### src/rtl/irq_ctrl_pkg.sv
// Shared register offsets and the byte-lane merge helper for the interrupt controller.
package irq_ctrl_pkg;

  localparam logic [3:0] IRQ_PENDING = 4'h0;
  localparam logic [3:0] IRQ_MASK    = 4'h4;
  localparam logic [3:0] IRQ_MODE    = 4'h8;
  localparam logic [3:0] IRQ_ID      = 4'hC;

  function automatic logic [31:0] byte_merge(input logic [31:0] old,
                                             input logic [31:0] wdata,
                                             input logic [3:0]  be);
    logic [31:0] r;
    r = old;
    for (int b = 0; b < 4; b++)
      if (be[b]) r[8*b +: 8] = wdata[8*b +: 8];
    return r;
  endfunction

endpackage

### src/rtl/irq_sync.sv
// Two-flop synchroniser for asynchronous interrupt lines.
module irq_sync #(
  parameter int W = 1
) (
  input  logic         clk,
  input  logic         reset,
  input  logic [W-1:0] d,
  output logic [W-1:0] q
);

  logic [W-1:0] meta;

  always_ff @(posedge clk or posedge reset) begin
    if (reset) begin
      meta <= '0;
      q    <= '0;
    end else begin
      meta <= d;
      q    <= meta;
    end
  end

endmodule

### src/rtl/irq_controller.sv
// N_IRQ-channel interrupt controller: sync, edge/level pending, mask, priority ID,
// all reachable over the byte-enabled register bus.
module irq_controller
  import irq_ctrl_pkg::*;
#(
  parameter int N_IRQ = 6
) (
  input  logic             clk,
  input  logic             reset,
  input  logic [N_IRQ-1:0] irq_in,
  input  logic [3:0]       addr,
  input  logic             we,
  input  logic [3:0]       be,
  input  logic [31:0]      wdata,
  output logic [31:0]      rdata,
  output logic [N_IRQ-1:0] hwint,
  output logic             irq
);

  logic [N_IRQ-1:0] s, s_d, pending, mask, mode;
  logic [N_IRQ-1:0] mask_nx, mode_nx, clr, rise, pend_nx;
  logic [5:0]       id;
  logic             unused_addr_lsb;

  assign unused_addr_lsb = ^addr[1:0];

  irq_sync #(.W(N_IRQ)) u_sync (
    .clk   (clk),
    .reset (reset),
    .d     (irq_in),
    .q     (s)
  );

  assign rise = s & ~s_d;

  always_comb begin
    mask_nx = mask;
    mode_nx = mode;
    clr     = '0;
    if (we) begin
      case (addr[3:2])
        IRQ_MASK[3:2]:    mask_nx = N_IRQ'(byte_merge(32'(mask), wdata, be));
        IRQ_MODE[3:2]:    mode_nx = N_IRQ'(byte_merge(32'(mode), wdata, be));
        IRQ_PENDING[3:2]: clr     = N_IRQ'(byte_merge('0, wdata, be)) & mode;
        default: ;
      endcase
    end
    // Level bits track s; bits staying edge keep sticky state (set beats W1C);
    // bits just switched to edge start cleared so a held-high level never fires.
    pend_nx = (~mode_nx & s) | (mode_nx & mode & ((pending & ~clr) | rise));
  end

  always_ff @(posedge clk or posedge reset) begin
    if (reset) begin
      s_d     <= '0;
      pending <= '0;
      mask    <= '0;
      mode    <= '0;
    end else begin
      s_d     <= s;
      pending <= pend_nx;
      mask    <= mask_nx;
      mode    <= mode_nx;
    end
  end

  assign hwint = pending & mask;
  assign irq   = |hwint;

  always_comb begin
    id = 6'(N_IRQ);
    for (int i = N_IRQ - 1; i >= 0; i--)
      if (hwint[i]) id = 6'(i);
  end

  always_comb begin
    case (addr[3:2])
      IRQ_PENDING[3:2]: rdata = 32'(pending);
      IRQ_MASK[3:2]:    rdata = 32'(mask);
      IRQ_MODE[3:2]:    rdata = 32'(mode);
      default:          rdata = 32'(id);
    endcase
  end

endmodule
### config.mk
export PLATFORM = sky130hd
export DESIGN_NAME = irq_controller
export DESIGN_NICKNAME = d
export VERILOG_FILES = /design/src/rtl/irq_ctrl_pkg.sv /design/src/rtl/irq_sync.sv /design/src/rtl/irq_controller.sv
export SDC_FILE = /design/constraint.sdc
export NUM_CORES = 1
export LEC_CHECK = 0
export ABC_CLOCK_PERIOD_IN_PS = 1300
export CORE_MARGIN = 3
export CORE_UTILIZATION = 41
export CTS_CLUSTER_SIZE = 25
export DETAILED_ROUTE_END_ITERATION = 12
export PLACE_DENSITY = 0.81
export REMOVE_ABC_BUFFERS = 1
export SYNTH_ARGS = -nofsm -noshare
export SYNTH_HDL_FRONTEND = slang
export SYNTH_SLANG_ARGS = --single-unit
### constraint.sdc
create_clock -name clk -period 1.3 [get_ports clk]
set_input_delay 0.195 -clock clk [delete_from_list [all_inputs] [get_ports clk]]
set_output_delay 0.195 -clock clk [all_outputs]
set_load 0.1 [all_outputs]
=== Yosys cells after proc, flatten, opt, wreduce, memory -nomap -nowiden ===
Cells that the tools add are included.

* Bits in registers: 36
* Output and inout bits: 39
* Word-level logic and storage cells: 38

* Equality and inequality tests: 2
* Muxes and demuxes: 15
* Bitwise gates (word level): 12
* Reduce and logical (&&, ||, !) cells: 3

{| class="wikitable"
|+ Operator list
! kind !! number
|-
| $mux W6 || 13
|-
| $and A6 B6 Y6 || 7
|-
| $not A6 Y6 || 3
|-
| $pmux W6 S3 || 1
|-
| $or A6 B6 Y6 || 2
|-
| $reduce_or A6 Y1 || 1
|-
| $reduce_and A3 Y1 || 1
|-
| $eq A2 B1 Y1 const B || 1
|-
| $eq A2 B2 Y1 const B || 1
|-
| $logic_not A2 Y1 || 1
|-
| $mux W2 || 1
|}

=== Depth between registers and ports, before layout ===
Gate-level depths: netlist (run 1).

* Word-level depth: 11
* Depth in mapped cells: 5
* Depth with buffers taken out: 4

=== By module ===
Synthesis (run 1) repeated with hierarchy kept, for this count alone.

* Cell total of the unflattened synthesis: 153
* Area, all modules: 1783.0 um2

{| class="wikitable"
|+ By module, submodules not included
! module !! instances !! cells an instance !! area each (um2) !! seq. area each (um2)
|-
| irq_controller || 1 || 140 || 1478.9 || 600.6
|-
| irq_sync || 1 || 13 || 304.0 || 300.3
|}

=== Worst setup path before layout (run 1) ===
OpenSTA, ideal clock, no wires.

* Kind: flip-flop to output port
* Start: register mask[4]
* End: output rdata[0]
* Data arrival time: 2.987 ns
* Data required time: 1.105 ns
* Path slack: -1.882 ns
* Cell stages (with the launch flop): 5
* Buffers on the path: 0
* Path through: dfrtp_1 -> and2_1 -> o211ai_1 -> nand4_1 -> a31oi_1

* Word-level cells in the longest chain between the ends: 7

{| class="wikitable"
|+ Ends and longest elaborated chain
! element !! RTL line !! source
|-
| start: declaration || irq_controller.sv:20 || <nowiki>logic [N_IRQ-1:0] s, s_d, pending, mask, mode;</nowiki>
|-
| start signal: assignment || irq_controller.sv:62 || <nowiki>mask <= mask_nx;</nowiki>
|-
| $and A6 B6 Y6 || irq_controller.sv:67 || <nowiki>assign hwint = pending & mask;</nowiki>
|-
| via hwint[4] || irq_controller.sv:16 || <nowiki>output logic [N_IRQ-1:0] hwint,</nowiki>
|-
| $mux W6 (5 in a row) || irq_controller.sv:73 || <nowiki>if (hwint[i]) id = 6'(i);</nowiki>
|-
| $pmux W6 S3 || irq_controller.sv:77 || <nowiki>case (addr[3:2])</nowiki>
|-
| end: declaration || irq_controller.sv:15 || <nowiki>output logic [31:0] rdata,</nowiki>
|}

The timed path passes the listed nets, and every way through them passes these cells.

=== Worst setup path after layout (run 1) ===
* Start: register mask[2]
* End: output rdata[2]

* Word-level cells in the longest chain between the ends: 5

{| class="wikitable"
|+ Ends and longest elaborated chain
! element !! RTL line
|-
| $and A6 B6 Y6 || irq_controller.sv:67
|-
| $mux W6 (3 in a row) || irq_controller.sv:73
|-
| $pmux W6 S3 (*) || irq_controller.sv:77
|}

Mark *: on every way between the ends. The rest lies on a longest branch, timed or not.

==> results of run 1 <==
logic make-up (layout without fill, tap and decap cells):
family	Yosys count	count (layout)	share of synthesized area, %
compound gates	27	27	10.32
simple gates	49	49	15.24
buf+inv	37	81	13.67
other cells	1	26	0.2049
mux	16	16	10.87
xor+xnor	1	1	0.4786
flops	36	36	49.21
per-layer routing:
layer  GRT usage (%)  vias up  part of all wire (%)
met5               0        -                     0
met3           4.132        9                   4.7
met1           20.87      737                    41
met4           6.967        0                   2.2
met2           29.06       55                    52
li1                -      667                     -
sequential cells by signal (all words and copies together), names as in the netlist:
signal,flops
u_sync.q,6
u_sync.meta,6
mask,6
s_d,6
mode,6
pending,6
layout make-up:
cell class / instances / area [µm²] / area share (%)
Multi-Input combinational cell: 119 / 867.1 / 31.29
Inverter: 6 / 30.03 / 1.084
Timing Repair Buffer: 67 / 820.8 / 29.62
Sequential cell: 36 / 900.9 / 32.51
Clock buffer: 8 / 90.09 / 3.251
Tap cell: 50 / 62.56 / 2.257
worst min-delay path by stage:
stage	start	to	slack (ns)	cells after the start
5_1_grt	reset	mode[3]$_DFF_PP0_	0.30	3
6_report	reset	mode[3]$_DFF_PP0_	0.27	3
2_1_floorplan	irq_in[0]	u_sync.meta[0]$_DFF_PP0_	0.23	0
3_5_place_dp	u_sync.meta[3]$_DFF_PP0_	u_sync.q[3]$_DFF_PP0_	0.34	0
4_1_cts	reset	mask[3]$_DFFE_PP0P_	0.27	3
3_3_place_gp	u_sync.meta[3]$_DFF_PP0_	u_sync.q[3]$_DFF_PP0_	0.33	0
worst max-delay path: stages, from the launching register on:
cell     delay (ns)
dfrtp_1        0.39
a22oi_2        0.11
and3_4         0.16
mux4_2         0.49
buf_12         0.19
stage by stage:
| stage | power (mW) | hold WS (ns) | utilization (%) | instance area, µm² | setup WS (ns) |
|---|---|---|---|---|---|
| 4_1_cts | 4.689 | 0.2730 | 64.70 | 2681 | -0.5119 |
| 3_5_place_dp | 3.690 | 0.3358 | 58.70 | 2432 | -0.4605 |
| 6_report | 4.814 | 0.2666 | 66.88 | 2771 | -0.5166 |
| 2_1_floorplan | 2.810 | 0.2264 | - | 1697 | -1.881 |
| 3_3_place_gp | 3.650 | 0.3332 | 58.70 | 2432 | -0.4477 |
| 5_1_grt | 4.995 | 0.2990 | 66.88 | 2771 | -0.5761 |
cells in the final DEF (no fill, tap or decap), drive strengths merged, types with 8 or more instances in the layout:
cell	count
buf	50
clkbuf	8
clkdlybuf4s50	13
conb	26
dfrtp	36
mux2	12
nand2	15
o211ai	12
o21ai	8
report_power, final:
part | leakage, nW | switching (mW) | internal [mW] | total, mW
Sequential | 0.422 | 0.148 | 1.28 | 1.42
Combinational | 0.809 | 1.55 | 1.04 | 2.60
Clock | 0.0455 | 0.363 | 0.432 | 0.794
repair_timing:
item                       CTS  global route
buffers inserted             8             8
pin swaps                   11             7
gates resized for setup     38            24
hold endpoints to repair     0             0
hold buffers                 0             0
cloned                       1             0
setup endpoints to repair   31            18
==> metrics, run 1 <==
Final Non-Filler Cells between 200 and 300; share of layout cells above drive strength 1 41.95%; Post-Syn Area 1831 µm²; Cells after DPL 270; clk slew on worst S/H paths 0.07 ns; Mapped Cells 167; period utilization 139.7%; Worst R2R Setup Slack 0.04 ns; total clock buffers created by CTS 5; final hold vios 0; Routed WL per cell 15.54 µm; Pleak 1.277 nW; CP arrival 1.62 ns; final WL between 4 and 5 mm; GRT Total Usage 17.14%; CP startpoint mask[2]$_DFFE_PP0P_; WS Path Type reg2out; first-pass detailed-route iteration total 4; Final WS setup -0.5166 ns; H-tree depth 2; synth top area cells dfrtp_1 (49%), buf_4 (11%), mux2_2 (6.2%); final total negative setup slack -2.860 ns; n_diodes 0; RSZ-0062 raised after global routing true; DP HPWL around 3 mm; Max Slew Vio Count 0; global-route wire length before repair 6.734 mm; vias in the first global route 1402; most common cell in the netlist dfrtp_1; Die W roughly 73 µm; Critical Path End rdata[2]; initial core utilization 44.17%; die height approximately 73 µm; Seq cells post-synth 36; Synth warnings 0; Peak VDD IR 0.8060 mV; r2r endpoint pending[3]$_DFF_PP0_; Port Buf Inserts 30; clock root cell clkbuf_8; Worst Skew 0.005552 ns; pin count of the biggest net entering global routing 37; Max Clk Rate about 550 MHz; # DRC 0; Avg Vias per Cell approximately 5.1; TritonCTS clock tree done; Mapped Avg Cell Area between 10 and 15 µm²; Yosys top cell area share between 40% and 50%; Distinct cells, synth 32; crit start category flip-flop; FP Rows 23; CTS Sinks 36; prevailing post-synth register cell dfrtp_1; worst endpoint required time 1.11 ns; final antenna-violating net count 0; failing checks negative setup slack; asr flop ratio synth 100.0%; Vias 1468; Synth area leader dfrtp_1; Post-layout nets about 280; P&R area growth vs syn 51.40%; io pins 88; CP endpoint kind primary output; status finished, violations left; initial antenna violation count 0; commonest cells in the netlist dfrtp_1 (36), buf_4 (27), nand2_1 (15), o211ai_1 (12), mux2_2 (10); Final Critical Period 1.817 ns; Post-synth EDFFs 0; die area 5303 µm²; worst r2r src pending[3]$_DFF_PP0_; grt total ovfl 0; Clock Path Buffers 2; Placer Congestion 0.8164; Worst Hold Class in2async; worst skew pair latency 0.28 ns; fillers 296; CORE AREA 4144 µm²; R2R depth 6; Critical Path Fanout Max 2; register area share after synthesis roughly 49%; final setup fails 11; DR iter-0 viols 60; max cap viols 0; power density over the cells 1737 nW/µm²
(Power assumes the default switching activity.)
==> run 2, diff against run 1 <==
ABC_AREA = 0   (was unset)
CTS_CLUSTER_SIZE = unset   (was 25)
==> results of run 2 <==
Final layout, timing and power as in run 1 (identical DEF).
